**src/rtl/program_loader_if.sv**
```systemverilog
// -----------------------------------------------------------------------------
// program_loader_if
//
// Groups the loader's two streams: the incoming byte stream (typically a UART
// receiver) and the outgoing write port into the instruction memory.
//
//   RX_DATA  [7:0]         received byte, meaningful only while RX_DONE=1
//   RX_DONE                one-cycle strobe per received byte
//   WR_EN                  one-cycle write strobe to program memory
//   WR_ADDR  [ADDR_W-1:0]  write address
//   WR_DATA  [15:0]        instruction word to write
//
// master: the loader (consumes bytes, drives the write port)
// slave : the environment (produces bytes, observes the write port)
// -----------------------------------------------------------------------------
interface program_loader_if #(
    parameter int ADDR_W = 11
);
    logic [7:0]        RX_DATA;
    logic              RX_DONE;
    logic              WR_EN;
    logic [ADDR_W-1:0] WR_ADDR;
    logic [15:0]       WR_DATA;

    modport master (
        input  RX_DATA,
        input  RX_DONE,
        output WR_EN,
        output WR_ADDR,
        output WR_DATA
    );

    modport slave (
        output RX_DATA,
        output RX_DONE,
        input  WR_EN,
        input  WR_ADDR,
        input  WR_DATA
    );
endinterface

```
**src/rtl/program_loader.sv**
```systemverilog
// -----------------------------------------------------------------------------
// program_loader
//
// Assembles a byte stream (high byte first) into 16-bit BIP instruction words
// and writes them to program memory at consecutive addresses starting at 0.
// Loading ends after a HLT word (16'h0000) or once the last address has been
// written; LOAD_DONE then stays high until START or RESET re-arms the loader.
//
// Ports:
//   CLK         clock, all logic on the rising edge
//   RESET       synchronous active-high reset, highest priority
//   START       one-cycle pulse re-arming the loader for a new program
//   bus         program_loader_if.master (RX byte stream in, write port out)
//   BUSY        a word is partially assembled or being written
//   LOAD_DONE   program fully loaded (level)
//   WORD_COUNT  words written since the loader was last armed
//   ERR         sticky: a byte arrived while it could not be accepted
//
// Every output is a flop; no input reaches an output combinationally.
// -----------------------------------------------------------------------------
module program_loader #(
    parameter int ADDR_W = 11,
    parameter int DEPTH  = 2048
) (
    input  logic                CLK,
    input  logic                RESET,
    input  logic                START,
    program_loader_if.master    bus,
    output logic                BUSY,
    output logic                LOAD_DONE,
    output logic [ADDR_W:0]     WORD_COUNT,
    output logic                ERR
);

    localparam logic [ADDR_W-1:0] LAST_ADDR = ADDR_W'(DEPTH - 1);

    typedef enum logic [1:0] {
        WAIT_HI,
        WAIT_LO,
        WRITE,
        DONE
    } state_t;

    state_t            state_q, state_d;
    logic [7:0]        hi_q, hi_d;
    logic [ADDR_W-1:0] addr_q, addr_d;
    logic [ADDR_W:0]   cnt_q, cnt_d;
    logic [15:0]       data_q, data_d;
    logic              err_q, err_d;
    logic              wr_en_q;
    logic              busy_q;
    logic              done_q;

    // Next-state and next-value logic.
    always_comb begin
        // NOTE: every signal gets a default before any branch so no path can
        // leave it unassigned, which would otherwise infer a latch.
        state_d = state_q;
        hi_d    = hi_q;
        addr_d  = addr_q;
        cnt_d   = cnt_q;
        data_d  = data_q;
        err_d   = err_q;

        if (START) begin
            // Re-arm. A byte strobed in the same cycle is discarded silently,
            // and a write already in flight still pulses WR_EN but is not
            // counted, because the counter is cleared here instead.
            state_d = WAIT_HI;
            hi_d    = '0;
            addr_d  = '0;
            cnt_d   = '0;
            err_d   = 1'b0;
        end else begin
            case (state_q)
                WAIT_HI: begin
                    if (bus.RX_DONE) begin
                        hi_d    = bus.RX_DATA;
                        state_d = WAIT_LO;
                    end
                end
                WAIT_LO: begin
                    if (bus.RX_DONE) begin
                        data_d  = {hi_q, bus.RX_DATA};
                        state_d = WRITE;
                    end
                end
                WRITE: begin
                    cnt_d = cnt_q + (ADDR_W + 1)'(1);
                    // No byte can be accepted while the word is being written.
                    if (bus.RX_DONE) begin
                        err_d = 1'b1;
                    end
                    // Stop on HLT or on the last address; the address counter
                    // is left on the final word rather than wrapping.
                    if (data_q == 16'h0000 || addr_q == LAST_ADDR) begin
                        state_d = DONE;
                    end else begin
                        addr_d  = addr_q + ADDR_W'(1);
                        state_d = WAIT_HI;
                    end
                end
                DONE: begin
                    if (bus.RX_DONE) begin
                        err_d = 1'b1;
                    end
                end
                default: state_d = WAIT_HI;
            endcase
        end
    end

    // State and output registers. The status outputs are decoded from the
    // next state so they line up with the state they describe.
    always_ff @(posedge CLK) begin
        // NOTE: non-blocking assignments make every flop sample the values from
        // before this edge, independent of statement order.
        if (RESET) begin
            state_q <= WAIT_HI;
            hi_q    <= '0;
            addr_q  <= '0;
            cnt_q   <= '0;
            data_q  <= '0;
            err_q   <= 1'b0;
            wr_en_q <= 1'b0;
            busy_q  <= 1'b0;
            done_q  <= 1'b0;
        end else begin
            state_q <= state_d;
            hi_q    <= hi_d;
            addr_q  <= addr_d;
            cnt_q   <= cnt_d;
            data_q  <= data_d;
            err_q   <= err_d;
            wr_en_q <= (state_d == WRITE);
            busy_q  <= (state_d == WAIT_LO) || (state_d == WRITE);
            done_q  <= (state_d == DONE);
        end
    end

    // The address counter doubles as WR_ADDR: it is stable for the whole
    // WRITE cycle and parks on the last address once loading is done.
    assign bus.WR_EN   = wr_en_q;
    assign bus.WR_ADDR = addr_q;
    assign bus.WR_DATA = data_q;
    assign BUSY        = busy_q;
    assign LOAD_DONE   = done_q;
    assign WORD_COUNT  = cnt_q;
    assign ERR         = err_q;

endmodule
```
**src/flat_wrapper.sv**
```systemverilog
// flat-port wrapper written by rule: the top's interface ports become plain ports
module program_loader_flat 
#(
    parameter int ADDR_W = 11,
    parameter int DEPTH  = 2048
)
  (CLK, RESET, START, BUSY, LOAD_DONE, WORD_COUNT, ERR, bus_RX_DATA, bus_RX_DONE, bus_WR_EN, bus_WR_ADDR, bus_WR_DATA);
  program_loader_if #(.ADDR_W(ADDR_W)) bus_i ();
  input  logic CLK;
  input  logic RESET;
  input  logic START;
  output logic BUSY;
  output logic LOAD_DONE;
  output logic [ADDR_W:0] WORD_COUNT;
  output logic ERR;
  input wire logic [$bits(bus_i.RX_DATA)-1:0] bus_RX_DATA;
  input wire logic [$bits(bus_i.RX_DONE)-1:0] bus_RX_DONE;
  output wire logic [$bits(bus_i.WR_EN)-1:0] bus_WR_EN;
  output wire logic [$bits(bus_i.WR_ADDR)-1:0] bus_WR_ADDR;
  output wire logic [$bits(bus_i.WR_DATA)-1:0] bus_WR_DATA;
  assign bus_i.RX_DATA = bus_RX_DATA;
  assign bus_i.RX_DONE = bus_RX_DONE;
  assign bus_WR_EN = bus_i.WR_EN;
  assign bus_WR_ADDR = bus_i.WR_ADDR;
  assign bus_WR_DATA = bus_i.WR_DATA;
  program_loader #(.ADDR_W(ADDR_W), .DEPTH(DEPTH)) u_core (.CLK(CLK), .RESET(RESET), .START(START), .bus(bus_i), .BUSY(BUSY), .LOAD_DONE(LOAD_DONE), .WORD_COUNT(WORD_COUNT), .ERR(ERR));
endmodule
```
**config.mk**
```make
export PLATFORM = sky130hd
export DESIGN_NAME = program_loader_flat
export DESIGN_NICKNAME = d
export VERILOG_FILES = /design/src/rtl/program_loader_if.sv /design/src/rtl/program_loader.sv /design/src/flat_wrapper.sv
export SDC_FILE = /design/constraint.sdc
export NUM_CORES = 1
export LEC_CHECK = 0
export ABC_AREA = 1
export BUFFER_PORTS_ARGS = -buffer_cell sky130_fd_sc_hd__buf_4
export CORE_MARGIN = 1.5
export CORE_UTILIZATION = 45
export CTS_CLUSTER_DIAMETER = 40
export DETAILED_ROUTE_END_ITERATION = 6
export PLACE_DENSITY = 0.8
export SYNTH_ARGS = -nofsm -noshare
export SYNTH_HDL_FRONTEND = slang
export SYNTH_SLANG_ARGS = --single-unit
```
**constraint.sdc**
```tcl
create_clock -name CLK -period 2.17 [get_ports CLK]
set_clock_uncertainty 0.2 [all_clocks]
set_input_delay 0 -clock CLK [delete_from_list [all_inputs] [get_ports CLK]]
set_output_delay 0 -clock CLK [all_outputs]
set_load 0.01 [all_outputs]
```
==> impl_metrics.env, run 1 <==
export IMPL_status="finished, final reports clean"
export IMPL_viasPerCell=4.825
export IMPL_synth_top_area_share_pct=44.56
export IMPL_worstPathArrival_ns=1.93
export IMPL_drtIter0Drc=153
export IMPL_crit_path_end_kind="register"
export IMPL_syn_area_sq_um=2381
export IMPL_chipWidth_um=75.74
export IMPL_yosys_cell_types_count=31
export IMPL_h_tree_depth=2
export IMPL_worst_slack_ns=0.2931
export IMPL_fin_util_pct=60.58
export IMPL_required_ns=2.22
export IMPL_drive_gt1_share_pct=23.16
export IMPL_setup_tns_final_ns=0
export IMPL_clk_path_buf_depth=2
export IMPL_via_count=2234
export IMPL_post_dp_hpwl_um=3899
export IMPL_start_util_pct=46.62
export IMPL_ys_ff_latch=53
export IMPL_final_cell_mix="nor2_1, nand2_1, buf_4"
export IMPL_hp_start="RESET"
export IMPL_timing_fmax_mhz=532.8
export IMPL_r2r_start="u_core.bus.WR_ADDR[0]"
export IMPL_fin_crit_sh_pct=86.49
export IMPL_synth_warnings=0
export IMPL_powerDensity_nw_per_um2=628.6
export IMPL_diodes=0
export IMPL_cts_resized=0
export IMPL_ys_seq_area_share_pct=44.56
export IMPL_crit_type="register to register"
export IMPL_holdWs_ns=0.2316
export IMPL_antenna_left=0
export IMPL_grt_max_degree=19
export IMPL_cp_start_kind="register"
export IMPL_place_congestion=0.8541
export IMPL_min_period_ns=1.877
export IMPL_routedWlPerCell_um=11.77
export IMPL_io_pins=55
export IMPL_crit_fanout=5
export IMPL_netlist_instances=324
export IMPL_layout_commonest_cell="nor2_1"
export IMPL_grt_ovfl_total=0
export IMPL_post_cts_setup_buffer_count=0
export IMPL_r2r_cells=8
export IMPL_die_area_sq_um=5737
export IMPL_clkLatencyLatePin_ns=0.31
export IMPL_drt_total_wl_um=5450
export IMPL_setup_viol=0
export IMPL_first_pass_iters=4
export IMPL_critPathLaunch="u_core.bus.WR_ADDR[0]"
export IMPL_avgSynthCellArea_sq_um=7.349
export IMPL_cts_reportedPaths_clkPinSlew_ns=0.09
export IMPL_irDropWorstVdd_uv=322.3
export IMPL_slew_headroom_pct=69.42
export IMPL_hold_viol_final=0
export IMPL_cts_sinks=53
export IMPL_pre_cts_ws_ns=0.3080
export IMPL_cts_buffers=5
export IMPL_nets=408
export IMPL_antenna_found_initial=0
export IMPL_hold_depth=3
export IMPL_synth_area_leader_cell="dfxtp_1"
export IMPL_cts_tree="built"
export IMPL_area_delta_synth_final_pct=29.95
export IMPL_die_h_um=75.74
export IMPL_io_buffers=54
export IMPL_grt_pass1_wl_um=8811
export IMPL_hold_class="input pin to register"
export IMPL_cts_root_buf="clkbuf_8"
export IMPL_drc=0
export IMPL_ys_top_cells_by_area="dfxtp_1, nor2_1, nand2_1, o21ai_0, a21oi_1"
export IMPL_core_sq_um=5107
export IMPL_max_cap_violations=0
export IMPL_rsz0062_at_grt="no"
export IMPL_grt_usage_pct=19.97
export IMPL_syn_num_nets=340
export IMPL_nFillCells=452
export IMPL_grt_pass1_vias=2010
export IMPL_worst_pin_slew_ns=0.4572
export IMPL_leakage_nw=1.335
export IMPL_row_count=26
export IMPL_drv_slew=0
repair_timing:
| action | CTS | global route |
|---|---|---|
| hold buffers | 11 | 0 |
| endpoints found under the setup margin | 0 | 0 |
| hold endpoints to repair | 27 | 0 |
routing by layer:
layer	track usage [%]	up-vias	routed length [um]
met1	24.27	1010	2449
li1	-	1171	-
met4	9.127	0	49
met5	0	-	0
met3	4.233	6	228
met2	33.72	47	2723
worst max-delay path: stages (launching register included):
cell,delay (ns)
dfxtp_1,0.41
ha_1,0.21
nand2_1,0.07
nor2_2,0.18
nand3_2,0.15
nand3_2,0.11
nand2_1,0.09
ha_1,0.30
nor2_1,0.10
power by group:
group / leakage [nW] / total (mW) / switching, mW / internal [mW]
Sequential: 0.429 / 1.00 / 0.0131 / 0.989
Clock: 0.0687 / 0.799 / 0.334 / 0.464
Combinational: 0.837 / 0.145 / 0.0823 / 0.0623
Total: 1.33 / 1.95 / 0.430 / 1.52
state kept, by name, indices dropped and copies added (netlist names):
| register | count |
|---|---|
| u_core.BUSY | 1 |
| u_core.ERR | 1 |
| u_core.LOAD_DONE | 1 |
| u_core.WORD_COUNT | 12 |
| u_core.bus.WR_ADDR | 11 |
| u_core.bus.WR_DATA | 16 |
| u_core.bus.WR_EN | 1 |
| u_core.hi_q | 8 |
| u_core.state_q | 2 |
kinds of logic after synthesis:
| logic type | synth area share, % |
|---|---|
| fa+ha+maj | 2.102 |
| simple gates | 31.74 |
| flops | 44.56 |
| compound gates | 12.24 |
| buf+inv | 6.778 |
| xor+xnor | 2.575 |
cell usage after synthesis:
master    count
nor2_1       71
nand2_1      61
dfxtp_1      53
inv_1        26
o21ai_0      22
a21oi_1      21
nor2_2       13
o21ai_1       9
nand3_1       8
ha_1          4
nand4_1       4
xor2_1        4
nand3_2       3
xnor2_1       3
buf_4         2
buf_6         2
inv_2         2
nand2_2       2
o21bai_1      2
buf_1         1
buf_2         1
clkbuf_1      1
inv_4         1
nand2_4       1
nand3b_1      1
nor2_4        1
nor2_8        1
nor3_1        1
nor3_4        1
o21a_1        1
o21ai_2       1
worst paths after layout:
path / endpoint / slack, ns
worst max-delay path: u_core.BUSY / 0.29
worst max register to register: u_core.BUSY / 0.29
worst min-delay path: u_core.BUSY / 0.23
worst min register to register: u_core.bus.WR_ADDR[3] / 0.29
area by class of cell:
type                            count  area [sq um]  area share [%]
Inverter                           29         111.4           3.599
Clock inverter                      3         68.82           2.224
Multi-Input combinational cell    235          1159           37.44
Clock buffer                        5         68.82           2.224
Tap cell                           70         87.58           2.831
Sequential cell                    53          1061           34.29
Timing Repair Buffer               68         538.0           17.39
metrics by stage:
stage	cell area, sq um	instances	total power [mW]
2_1_floorplan	2381	324	1.097
3_3_place_gp	2846	444	1.149
3_5_place_dp	2846	444	1.153
4_1_cts	3094	463	1.967
5_1_grt	3094	463	2.024
6_report	3094	463	1.945
Power figures use the tool's default switching activity.
==> run 2, diff against run 1 <==
CELL_PAD_IN_SITES_DETAIL_PLACEMENT = 1   (was unset)
CELL_PAD_IN_SITES_GLOBAL_PLACEMENT = 1   (was unset)
CORE_UTILIZATION = 38   (was 45)
PLACE_DENSITY = 0.9   (was 0.8)
==> run 2 against run 1 <==
Effect of this change:
- critical path depth is 1 lower
- non-clock buffer count increased by 2
- final area fell by 0.24%
- flip-flop and latch count did not move
- clock power decreased by 22%
- via count up 3.6%
- critical path type unchanged
- clock-buffer cell count rose by 2
==> impl_metrics.env, run 2 (synthesized netlist as in run 1, its figures left out) <==
export IMPL_largest_reg_flops=16
export IMPL_cts_buffers=5
export IMPL_io_pins=55
export IMPL_r2r_end="u_core.BUSY"
export IMPL_crit_type="register to register"
export IMPL_r2r_start="u_core.state_q[1]"
export IMPL_cp_cell_sequence="inv_2 -> a21oi_1 -> dlygate4sd3_1 -> nand2_1 -> inv_1 -> ha_1 -> nor2_1"
export IMPL_die_h_um=82.16
export IMPL_cts_tree="built"
export IMPL_reg2reg_slack_ns=0.16
export IMPL_worst_slack_ns=0.1591
export IMPL_core_sq_um=5991
export IMPL_row_count=28
export IMPL_cp_slowest_cell="dlygate4sd3_1"
export IMPL_final_cell_mix="nor2_1, nand2_1, buf_4"
export IMPL_crit_fanout=4
export IMPL_via_count=2314
export IMPL_grt_pass1_wl_um=10730
export IMPL_antenna_found_initial=0
export IMPL_clkLatencyLatePin_ns=0.30
export IMPL_status="finished, final reports clean"
export IMPL_grt_pass1_vias=2347
export IMPL_crit_path_end_kind="register"
export IMPL_timing_fmax_mhz=497.3
export IMPL_die_area_sq_um=6749
export IMPL_leakage_nw=1.333
export IMPL_min_period_ns=2.011
export IMPL_hold_viol_final=0
export IMPL_antenna_left=0
export IMPL_drtIter0Drc=72
export IMPL_diodes=0
export IMPL_dpl_cell_area_sq_um=2860
export IMPL_drc=0
export IMPL_grt_max_degree=20
export IMPL_clk_path_buf_depth=2
export IMPL_setup_viol=0
export IMPL_max_cap_violations=0
export IMPL_chipWidth_um=82.16
export IMPL_nFillCells=755
export IMPL_required_ns=2.22
export IMPL_area_delta_synth_final_pct=29.64
export IMPL_h_tree_depth=2
export IMPL_cts_sinks=53
export IMPL_fin_util_pct=51.52
export IMPL_irDropWorstVdd_uv=433.0
export IMPL_routedWlPerCell_um=14.13
export IMPL_cts_root_buf="clkbuf_8"
export IMPL_drt_total_wl_um=6641
export IMPL_setup_tns_final_ns=0
export IMPL_critPathTopFamily="buffers and inverters"
export IMPL_hp_start="RESET"
export IMPL_place_congestion=0.7828
export IMPL_nets=410
export IMPL_hold_class="input pin to register"
export IMPL_cts_reportedPaths_clkPinSlew_ns=0.09
export IMPL_io_buffers=54
export IMPL_slew_headroom_pct=67.64
export IMPL_first_pass_iters=4
export IMPL_post_dp_hpwl_um=4680
export IMPL_max_stage_delay_ns=0.58
export IMPL_powerDensity_nw_per_um2=577.4
export IMPL_rsz0062_at_grt="no"
export IMPL_start_util_pct=39.75
export IMPL_worst_pin_slew_ns=0.4848
export IMPL_post_cts_setup_buffer_count=0
export IMPL_hold_end="u_core.BUSY"
export IMPL_grt_usage_pct=20.68
export IMPL_drive_gt1_share_pct=23.54
export IMPL_grt_ovfl_total=0
export IMPL_cp_num_buf_inv=3
export IMPL_cp_start_kind="register"
export IMPL_drv_slew=0
export IMPL_viasPerCell=4.923
export IMPL_layout_commonest_cell="nor2_1"
export IMPL_fin_area_sq_um=3087
export IMPL_r2r_cells=7
export IMPL_hold_depth=3
export IMPL_holdWs_ns=0.2562
export IMPL_fin_crit_sh_pct=92.67
export IMPL_worstPathArrival_ns=2.06
export IMPL_pre_cts_ws_ns=0.3374
==> run 2: cell count changes in the layout (fill, tap and decap cells not counted), sizes merged <==
cell,before,now
dlygate4sd3,11,12
clkbuf,5,7
buf,57,58
bufinv,2,0
==> run 2: layer usage <==
| layer | wire length, um | global-route usage (%) | part of all wire [%] |
|---|---|---|---|
| met5 | 0 | 0 | 0 |
| met4 | 33 | 4.576 | 0.50 |
| met3 | 170 | 3.516 | 2.6 |
| met2 | 3437 | 39.18 | 52 |
| met1 | 3000 | 24.09 | 45 |
==> run 2: per-stage QoR <==
step / power, mW / instances
5_1_grt: 1.867 / 470
3_5_place_dp: 1.159 / 450
3_3_place_gp: 1.153 / 450
6_report: 1.782 / 470
2_1_floorplan: 1.097 / 324
4_1_cts: 1.797 / 470
==> run 2: power breakdown <==
part	leakage, nW	switching (mW)	internal (mW)
registers	0.429	0.0138	0.989
logic	0.849	0.0907	0.0629
clock network	0.0549	0.331	0.295
==> run 2: final cells by class <==
class	instances	area (sq um)	share of cell area [%]
Clock buffer	7	96.34	3.121
Tap cell	75	93.84	3.040
Inverter	29	111.4	3.608
Clock inverter	1	8.758	0.2837
Multi-Input combinational cell	235	1159	37.54
Sequential cell	53	1062	34.41
Timing Repair Buffer	70	555.5	18.00
==> run 2: worst max-delay path by stage <==
stage | startpoint | end | cells after the start | slack, ns
5_1_grt | u_core.state_q[1] | u_core.BUSY | 7 | 0.04
3_5_place_dp | u_core.bus.WR_ADDR[0] | u_core.BUSY | 9 | 0.34
6_report | u_core.state_q[1] | u_core.BUSY | 7 | 0.16
3_3_place_gp | u_core.bus.WR_ADDR[0] | u_core.BUSY | 8 | 0.40
2_1_floorplan | u_core.bus.WR_ADDR[0] | u_core.BUSY | 8 | 0.41
4_1_cts | u_core.state_q[0] | u_core.BUSY | 7 | 0.06
==> run 2: worst register-to-register path, cell delays in order, from the launching register on <==
cell and delay (ns):
dfxtp_1 0.43, inv_2 0.12, a21oi_1 0.15, dlygate4sd3_1 0.58, nand2_1 0.08, inv_1 0.08
ha_1 0.22, nor2_1 0.09
==> run 2: timing repair <==
action,in CTS,in global routing
hold buffers,12,0
endpoints found under the setup margin,0,1
gates resized for setup,0,1
endpoints found under the hold margin,28,0
